### src/rtl/uart_sector_cmd_rx.sv
`default_nettype none
// ============================================================================
// Module   : uart_sector_cmd_rx
// Purpose  : UART 8N1 receiver plus framed sector-read command decoder.
//            Frame: SYNC_BYTE, S0..S3 (little-endian sector), CHK = S0^S1^S2^S3.
//            The validated sector is offered through a valid/ready handshake.
// Revision : 1.0 - initial release
// ============================================================================
module uart_sector_cmd_rx #(
    parameter int          UART_CLK_DIV   = 434,
    parameter logic [7:0]  SYNC_BYTE      = 8'hA5,
    parameter int          TIMEOUT_CYCLES = 10_000_000
) (
    input  logic        clk,
    input  logic        rst_n,
    input  logic        uart_rx,
    output logic        rx_byte_valid,
    output logic [7:0]  rx_byte,
    output logic        cmd_valid,
    output logic [31:0] cmd_sector,
    input  logic        cmd_ready,
    output logic        err_frame,
    output logic        err_chksum,
    output logic        err_overrun
);

    // ------------------------------------------------------------------
    // Derived constants
    // ------------------------------------------------------------------
    localparam int BIT_P = 2 * UART_CLK_DIV;
    localparam int CNT_W = (BIT_P > 2) ? $clog2(BIT_P) : 1;
    localparam logic [CNT_W-1:0] HALF_LOAD = CNT_W'(UART_CLK_DIV - 1);
    localparam logic [CNT_W-1:0] BIT_LOAD  = CNT_W'(BIT_P - 1);
    localparam logic [CNT_W-1:0] CNT_ONE   = CNT_W'(1);

    localparam int TO_W = (TIMEOUT_CYCLES > 1) ? $clog2(TIMEOUT_CYCLES + 1) : 1;
    localparam logic [TO_W-1:0] TO_LIMIT = TO_W'(TIMEOUT_CYCLES);
    localparam logic [TO_W-1:0] TO_ONE   = TO_W'(1);

    // ------------------------------------------------------------------
    // Input synchronizer and edge history (idle-high line, so reset to 1)
    // ------------------------------------------------------------------
    logic rx_meta;
    logic rx_sync;
    logic rx_prev;

    // Two-flop synchronizer plus one history flop for falling-edge detection.
    always_ff @(posedge clk or negedge rst_n) begin
        if (!rst_n) begin
            rx_meta <= 1'b1;
            rx_sync <= 1'b1;
            rx_prev <= 1'b1;
        end else begin
            rx_meta <= uart_rx;
            rx_sync <= rx_meta;
            rx_prev <= rx_sync;
        end
    end

    // ------------------------------------------------------------------
    // Bit engine
    // ------------------------------------------------------------------
    typedef enum logic [2:0] {
        RX_IDLE  = 3'd0,
        RX_START = 3'd1,
        RX_DATA  = 3'd2,
        RX_STOP  = 3'd3,
        RX_BREAK = 3'd4
    } rx_state_t;

    rx_state_t        rx_state;
    logic [CNT_W-1:0] bit_cnt;
    logic [2:0]       bit_idx;
    logic [7:0]       shift_reg;

    // Mid-bit sampling state machine; start is qualified at its half-bit point.
    always_ff @(posedge clk or negedge rst_n) begin
        if (!rst_n) begin
            rx_state      <= RX_IDLE;
            bit_cnt       <= '0;
            bit_idx       <= 3'd0;
            shift_reg     <= 8'h00;
            rx_byte       <= 8'h00;
            rx_byte_valid <= 1'b0;
            err_frame     <= 1'b0;
        end else begin
            rx_byte_valid <= 1'b0;
            err_frame     <= 1'b0;
            case (rx_state)
                RX_IDLE: begin
                    if (rx_prev && !rx_sync) begin
                        rx_state <= RX_START;
                        bit_cnt  <= HALF_LOAD;
                    end
                end
                RX_START: begin
                    if (bit_cnt == '0) begin
                        if (rx_sync) begin
                            // Line went back high before mid-start: glitch.
                            rx_state <= RX_IDLE;
                        end else begin
                            rx_state <= RX_DATA;
                            bit_cnt  <= BIT_LOAD;
                            bit_idx  <= 3'd0;
                        end
                    end else begin
                        bit_cnt <= bit_cnt - CNT_ONE;
                    end
                end
                RX_DATA: begin
                    if (bit_cnt == '0) begin
                        shift_reg[bit_idx] <= rx_sync;
                        bit_cnt            <= BIT_LOAD;
                        if (bit_idx == 3'd7) begin
                            rx_state <= RX_STOP;
                        end else begin
                            bit_idx <= bit_idx + 3'd1;
                        end
                    end else begin
                        bit_cnt <= bit_cnt - CNT_ONE;
                    end
                end
                RX_STOP: begin
                    if (bit_cnt == '0) begin
                        if (rx_sync) begin
                            rx_byte       <= shift_reg;
                            rx_byte_valid <= 1'b1;
                            rx_state      <= RX_IDLE;
                        end else begin
                            err_frame <= 1'b1;
                            rx_state  <= RX_BREAK;
                        end
                    end else begin
                        bit_cnt <= bit_cnt - CNT_ONE;
                    end
                end
                RX_BREAK: begin
                    // Hold off until the line is released so a long low
                    // level is not mistaken for a fresh start bit.
                    if (rx_sync) begin
                        rx_state <= RX_IDLE;
                    end
                end
                default: begin
                    rx_state <= RX_IDLE;
                end
            endcase
        end
    end

    // ------------------------------------------------------------------
    // Frame parser
    // ------------------------------------------------------------------
    typedef enum logic [2:0] {
        PS_WAIT_SYNC = 3'd0,
        PS_B0        = 3'd1,
        PS_B1        = 3'd2,
        PS_B2        = 3'd3,
        PS_B3        = 3'd4,
        PS_CHK       = 3'd5
    } ps_state_t;

    ps_state_t        ps_state;
    logic [31:0]      sector_acc;
    logic [TO_W-1:0]  to_cnt;
    logic [7:0]       chk_calc;
    logic             chk_match;
    logic             timeout_hit;

    // Checksum of the collected sector bytes and the inter-byte timeout flag.
    always_comb begin
        chk_calc    = sector_acc[7:0] ^ sector_acc[15:8] ^
                      sector_acc[23:16] ^ sector_acc[31:24];
        chk_match   = (rx_byte == chk_calc);
        timeout_hit = (TIMEOUT_CYCLES != 0) && (to_cnt == TO_LIMIT);
    end

    // Byte-level parser, timeout counter and command handshake register.
    always_ff @(posedge clk or negedge rst_n) begin
        if (!rst_n) begin
            ps_state    <= PS_WAIT_SYNC;
            sector_acc  <= 32'h0;
            to_cnt      <= '0;
            cmd_valid   <= 1'b0;
            cmd_sector  <= 32'h0;
            err_chksum  <= 1'b0;
            err_overrun <= 1'b0;
        end else begin
            err_chksum  <= 1'b0;
            err_overrun <= 1'b0;

            // Consumer takes the pending command; a load below may override.
            if (cmd_valid && cmd_ready) begin
                cmd_valid <= 1'b0;
            end

            // Idle-gap counter only runs while a frame is in progress.
            if ((ps_state == PS_WAIT_SYNC) || rx_byte_valid) begin
                to_cnt <= '0;
            end else if (to_cnt != TO_LIMIT) begin
                to_cnt <= to_cnt + TO_ONE;
            end

            if (err_frame) begin
                ps_state <= PS_WAIT_SYNC;
            end else if (rx_byte_valid) begin
                case (ps_state)
                    PS_WAIT_SYNC: begin
                        if (rx_byte == SYNC_BYTE) begin
                            ps_state <= PS_B0;
                        end
                    end
                    PS_B0: begin
                        sector_acc[7:0] <= rx_byte;
                        ps_state        <= PS_B1;
                    end
                    PS_B1: begin
                        sector_acc[15:8] <= rx_byte;
                        ps_state         <= PS_B2;
                    end
                    PS_B2: begin
                        sector_acc[23:16] <= rx_byte;
                        ps_state          <= PS_B3;
                    end
                    PS_B3: begin
                        sector_acc[31:24] <= rx_byte;
                        ps_state          <= PS_CHK;
                    end
                    PS_CHK: begin
                        if (chk_match) begin
                            if (!cmd_valid || cmd_ready) begin
                                cmd_sector <= sector_acc;
                                cmd_valid  <= 1'b1;
                            end else begin
                                err_overrun <= 1'b1;
                            end
                        end else begin
                            err_chksum <= 1'b1;
                        end
                        ps_state <= PS_WAIT_SYNC;
                    end
                    default: begin
                        ps_state <= PS_WAIT_SYNC;
                    end
                endcase
            end else if (timeout_hit && (ps_state != PS_WAIT_SYNC)) begin
                ps_state <= PS_WAIT_SYNC;
            end
        end
    end

endmodule
`default_nettype wire

### config.mk
export PLATFORM = sky130hd
export DESIGN_NAME = uart_sector_cmd_rx
export DESIGN_NICKNAME = d
export VERILOG_FILES = /design/src/rtl/uart_sector_cmd_rx.sv
export SDC_FILE = /design/constraint.sdc
export NUM_CORES = 1
export LEC_CHECK = 0
export ABC_AREA = 1
export CORE_AREA = 5 5 124 102
export DETAILED_ROUTE_END_ITERATION = 6
export DIE_AREA = 0 0 129 107
export GPL_TIMING_DRIVEN = 0
export PLACE_DENSITY = 0.79
export SYNTH_ARGS = -nofsm -noshare
export SYNTH_HDL_FRONTEND = slang
export SYNTH_SLANG_ARGS = --single-unit
### constraint.sdc
create_clock -name clk -period 2 [get_ports clk]
set_input_delay 0.5 -clock clk [delete_from_list [all_inputs] [get_ports clk]]
set_output_delay 0.5 -clock clk [all_outputs]
set_load 0.05 [all_outputs]
==> reports/metrics.csv <==
stage,metric,value,unit
status,status,completed,
route,final wirelength,16700,um
route,DR pass1 iterations,5,
worst_setup_path,CP max-delay cell,clkdlybuf4s15_1,
placed_design,Placer Congestion,0.914,
logic_synthesis,#FFs+latches synth,131,
final_layout,biggest regs,"cmd_sector (32), sector_acc (32), to_cnt (24)",
die,area of the die,0.0138,sq mm
logic_synthesis,Ys Warns,0,
timing,Least-Margin Pin Slew,0.587,ns
clock_tree,worst skew pair latency,0.42,ns
final_layout,Finished Layout Cells,1069,
die,num ports,49,
timing,final setup TNS,0,ns
timing,Final Hold Vio Count,0,
timing,RSZ-0062 raised after global routing,true,
logic_synthesis,largest cells by area after synthesis,"dfrtp_1 49%, nand2_1 16%, inv_1 4.8%, nand4_1 4.6%, nand3_1 3.9%",
timing,Setup Viol. Count Final,0,
logic_synthesis,library cells used by synthesis,33,
final_layout,antenna diode count,0,
clock_tree,H-Tree Depth,4,
global_routing,total grt overflow,0,
power,Power Total,7.00,mW
worst_setup_path,Worst path max stage delay,0.55,ns
placed_design,Port-buffer cells,48,
worst_setup_path,Crit Path Max Fanout,6,
logic_synthesis,Post-Syn Nets,834,
hold_path,Worst Hold Class,in2async,
global_routing,vias in the first global route,5768,
route,initial DRC count,656,
power,PD cells,874,mW/mm^2
worst_setup_path,flop2flop setup slack,0.08,ns
final_layout,nets,917,
clock_tree,CTS Buf Count,17,
placed_design,hpwl dp,11300,um
logic_synthesis,"Seq/Total Area, Yosys",0.506,
timing,pins over their slew limit,0,
global_routing,initial antenna violation count,0,
route,Vias/cell,5.56,
final_layout,"commonest cells after routing, fill and taps aside","262 x nand2_1, 125 x dfrtp_1, 77 x inv_1, 52 x nor2_1, 51 x nand3_1",
clock_tree,CTS max path bufs,2,
die,floorplan row count,35,
worst_setup_path,worst path bufs/invs,1,
global_routing,largest net degree at the start of global routing,79,
global_routing,Tot GR Track Use,0.250,
global_routing,global-route wire length before repair,27600,um
power,leakage power,4.03,nW
route,wire per inst,15.6,um
placed_design,placed insts,1022,
clock_tree,clock transition at the registers of the reported paths,0.06,ns
die,Starting Density,0.574,
worst_setup_path,worst path cell trace,clkdlybuf4s15_1,
die,Chip Width,129,um
timing,max_slew headroom,0.605,
timing,Achievable Freq,0.509,GHz
power,Peak supply drop,0.000779,V
final_layout,Area Overhead vs Synth,23.6,%
worst_setup_path,"Worst Path Class, Setup",reg2out,
job,Max Cap Viol,0,
clock_tree,Clk Tree Root Cell,clkbuf_16,
timing,Tcrit/Tclk final,0.982,
final_layout,share of cells above drive strength 1,0.137,
logic_synthesis,Yosys top cell area share,0.494,
final_layout,"most common cell after layout, fill and taps aside",nand2_1,
logic_synthesis,Avg Inst Size Synth,7.86,sq um
clock_tree,TritonCTS Sinks,131,
die,Die Y,107,um
logic_synthesis,Yosys top cell by area,dfrtp_1,
timing,final setup skew,0.00993,ns
worst_setup_path,"Arr. time, crit path",1.46,ns
worst_setup_path,startpoint types,flip-flop,
timing,Tmin final,1.96,ns
route,DR DRC count,0,
worst_setup_path,cell family with most CP delay,buffers and inverters,
worst_setup_path,Critical Path RT,1.50,ns
logic_synthesis,Post-Syn Area,0.00648,sq mm
die,Core ar.,0.0113,sq mm
clock_tree,CTS tree,built,
logic_synthesis,Post-Synthesis Cells,825,
route,vias,5945,
clock_tree,Post-CTS Hold Fix Bufs,0,
worst_setup_path,endpoint class of the critical path,primary output,
route,post-route ant nets,0,
==> routing by layer <==
layer / share of wire / routed length, um / up-vias / global-route usage
li1: - / - / 2854 / -
met1: 0.45 / 7550 / 2809 / 0.347
met2: 0.46 / 7690 / 249 / 0.390
met3: 0.070 / 1160 / 33 / 0.0563
met4: 0.016 / 263 / 0 / 0.0832
met5: 0 / 0 / - / 0
==> worst paths after layout <==
kind | depth (start not counted) | start | endpoint
worst max register to register | 13 | bit_cnt[0]$_DFFE_PN0P_ | rx_byte[5]$_DFFE_PN0P_
worst min-delay path | 1 | rst_n | bit_cnt[2]$_DFFE_PN0P_
worst max-delay path | 1 | rx_byte[5]$_DFFE_PN0P_ | rx_byte[5]
max in group asynchronous | 2 | rst_n | sector_acc[31]$_DFFE_PN0P_
min in group clk | 0 | rx_meta$_DFF_PN1_ | rx_sync$_DFF_PN1_
worst min register to register | 0 | rx_meta$_DFF_PN1_ | rx_sync$_DFF_PN1_
==> cell type report <==
class / instances / area (sq um)
buffer: 20 / 130
clock inverter: 15 / 181
inverter: 94 / 353
tap: 148 / 185
fill: 861 / 3280
multi-input combinational: 580 / 2880
clock buffer: 17 / 425
timing repair buffer: 64 / 571
sequential: 131 / 3290
==> timing repair <==
action	CTS	global route
gates resized for setup	46	67
setup endpoints to repair	91	84
gates cloned	0	1
setup buffers	7	7
pin swaps	5	12
==> power breakdown <==
group / switching, mW / total [mW] / internal [mW]
clock: 1.23 / 3.19 / 1.96
combinational: 0.618 / 0.955 / 0.336
sequential: 0.0933 / 2.85 / 2.76
total: 1.94 / 7.00 / 5.06
==> Yosys cell counts (all sizes together) <==
library cell	number
o21ai	69
a31oi	1
buf	11
a2bb2oi	1
nor4	3
dfstp	3
nor2	61
nand4	48
nor3	18
dfrtp	128
inv	94
o31ai	1
nand2	278
nand3	51
xnor2	7
a211oi	1
o221a	1
o22ai	1
o21a	1
o211ai	3
xor2	11
ha	5
a21oi	19
clkbuf	9
==> logic make-up after synthesis <==
family          count (synthesis)  share of synthesized area
xor+xnor                       18                     0.0243
flops                         131                      0.506
compound gates                 98                     0.0810
buf+inv                       114                     0.0691
simple gates                  459                      0.310
fa+ha+maj                       5                    0.00965
==> per-stage QoR <==
stage | utilization | worst slack [ns] | hold WS, ns | instance area, sq um
5_1_grt | 0.709 | -0.0511 | 0.0676 | 8020
3_3_place_gp | 0.633 | -4.51 | 0.347 | 7150
2_1_floorplan | - | 0.146 | 0.204 | 6480
3_5_place_dp | 0.635 | -0.193 | 0.348 | 7180
6_report | 0.709 | 0.0358 | 0.0267 | 8020
4_1_cts | 0.689 | 0.00254 | 0.0420 | 7780
Power figures use the tool's default switching activity.
==> patch (same settings) <==
Change the parameter `UART_CLK_DIV` from 434 to 217.
--- a/src/rtl/uart_sector_cmd_rx.sv
+++ b/src/rtl/uart_sector_cmd_rx.sv
@@ -7,7 +7,7 @@
 // Revision : 1.0 - initial release
 // ============================================================================
 module uart_sector_cmd_rx #(
-    parameter int          UART_CLK_DIV   = 434,
+    parameter int          UART_CLK_DIV   = 217,
     parameter logic [7:0]  SYNC_BYTE      = 8'hA5,
     parameter int          TIMEOUT_CYCLES = 10_000_000
 ) (
Function: same outputs for any inputs over 10 cycles, from zero or initial values and one cycle with rst_n low; that may be too few to reach the edited logic, so the function may still have changed.
==> patch against the unedited design <==
  * The flow now finishes with violations (negative hold slack)
  * Worst setup slack got worse by 11 ps
  * Register-to-register slack better by 30 ps
  * Area after synthesis fell by 0.27%
  * Clock power is 13% higher
  * Final area decreased by 2.4%
  * Sequential cell count shrank 1
  * Routed wire length down 0.84%
  * Non-clock buffer count fell by 14
  * Combinational power fell by 38%
  * Total power fell by 0.75%
==> patch: results (changes against the unedited design) <==
status: "complete, but fails checks"  # was completed
violations: "negative hold slack"
crit_path_end: "rx_byte[4]"  # was rx_byte[5]
yosysUniqueCellTypes: 37  # was 33
n_fill_cell: 872  # was 861
grt_pass1_wl_um: 27260  # was 27630 µm
finalClockSkew_ps: 9.012  # was 9.932 ps
ys_seq_area_share_pct: 50.36  # was 50.61%
tightest_slew_ps: 585.3  # was 587.3 ps
placed_cell_area_um2: 7162  # was 7179 µm²
arrival_ps: 1480  # was 1460 ps
grt_pass1_vias: 5760  # was 5768
place_inst: 991  # was 1022
r2r_cells: 10  # was 13
leakagePower_nw: 3.999  # was 4.031 nW
synth_area_leaders: "dfrtp_1 (49%), nand2_1 (14%), inv_1 (5.4%)"  # was dfrtp_1 (49%), nand2_1 (16%), inv_1 (4.8%)
p_int_mw: 5.311  # was 5.059 mW
routed_via_density: 5.682  # was 5.561
dp_slack_ps: -6.115  # was -193.1 ps
crit_start: "rx_byte[4]"  # was rx_byte[5]
synthesis.nets: 804  # was 834
routed_wl_um: 16520  # was 16660 µm
finalHoldViolCount: 1  # was 0
fin_crit_ps: 1975  # was 1964 ps
final_nets: 874  # was 917
grt.total_usage_pct: 24.64  # was 25.00%
path_max_fanout: 5  # was 6
grt_max_degree: 87  # was 79
worstReg2RegStart: "rx_byte[3]"  # was bit_cnt[0]
dp_hpwl_um: 11280  # was 11320 µm
rrSetupSlack_ps: 110  # was 80 ps
gp_congestion: 0.8797  # was 0.9139
stdcell_count: 1025  # was 1069
hold_slack_ps: -4.900  # was 26.66 ps
netlist_top_cells_count: "nand2_1 (234), dfrtp_1 (127), inv_1 (93), o21ai_0 (62), nor2_1 (53)"  # was nand2_1 (274), dfrtp_1 (128), inv_1 (83), nor2_1 (55), nand3_1 (51)
grt_antenna_before_repair: 0  # unchanged
initialDrtViolationCount: 477  # was 656
avgSynthCellArea_um2: 8.145  # was 7.861 µm²
==> patch: routing by layer <==
layer	track usage [%]	routed length, µm	part of all wire (%)	vias up
met5	0	0	0	-
met4	8.546	389	2.4	0
met3	5.727	1024	6.2	47
met2	42.83	8429	51	235
met1	30.07	6681	40	2810
li1	-	-	-	2732
==> patch: power by group through the flow <==
stage | sequential, mW | combinational [mW] | clock, mW
after detailed placement | 2.81 | 0.579 | 0
after global routing | 2.78 | 0.675 | 3.72
after global placement | 2.81 | 0.545 | 0
after CTS | 2.77 | 0.588 | 3.60
final | 2.77 | 0.593 | 3.59
after floorplan | 2.80 | 0.419 | 0
==> patch: timing repair <==
item                       CTS  global route
gates resized for setup     45            12
buffers inserted             0             2
cloned                       0             0
pin swaps                    0             1
setup endpoints to repair   45            33
==> patch: layout make-up <==
| cell class | count | area, µm² | share of cell area, % |
|---|---|---|---|
| clock inverter | 12 | 227.7 | 2.911 |
| tap | 148 | 185.2 | 2.367 |
| inverter | 101 | 379.1 | 4.846 |
| buffer | 19 | 135.1 | 1.727 |
| multi-input combinational | 544 | 2715 | 34.70 |
| timing repair buffer | 51 | 466.7 | 5.965 |
| sequential | 130 | 3258 | 41.64 |
| clock buffer | 20 | 456.7 | 5.837 |
==> patch: logic make-up after synthesis <==
| family | after synthesis | share of synthesized area (%) |
|---|---|---|
| and+or+nand+nor | 412 | 28.81 |
| AOI/OAI and AO/OA | 105 | 8.725 |
| adders and majority gates | 6 | 1.161 |
| xor gates and xnor gates | 13 | 1.761 |
| buffers and inverters | 120 | 7.951 |
| DFF | 130 | 50.36 |
| muxes | 8 | 1.238 |
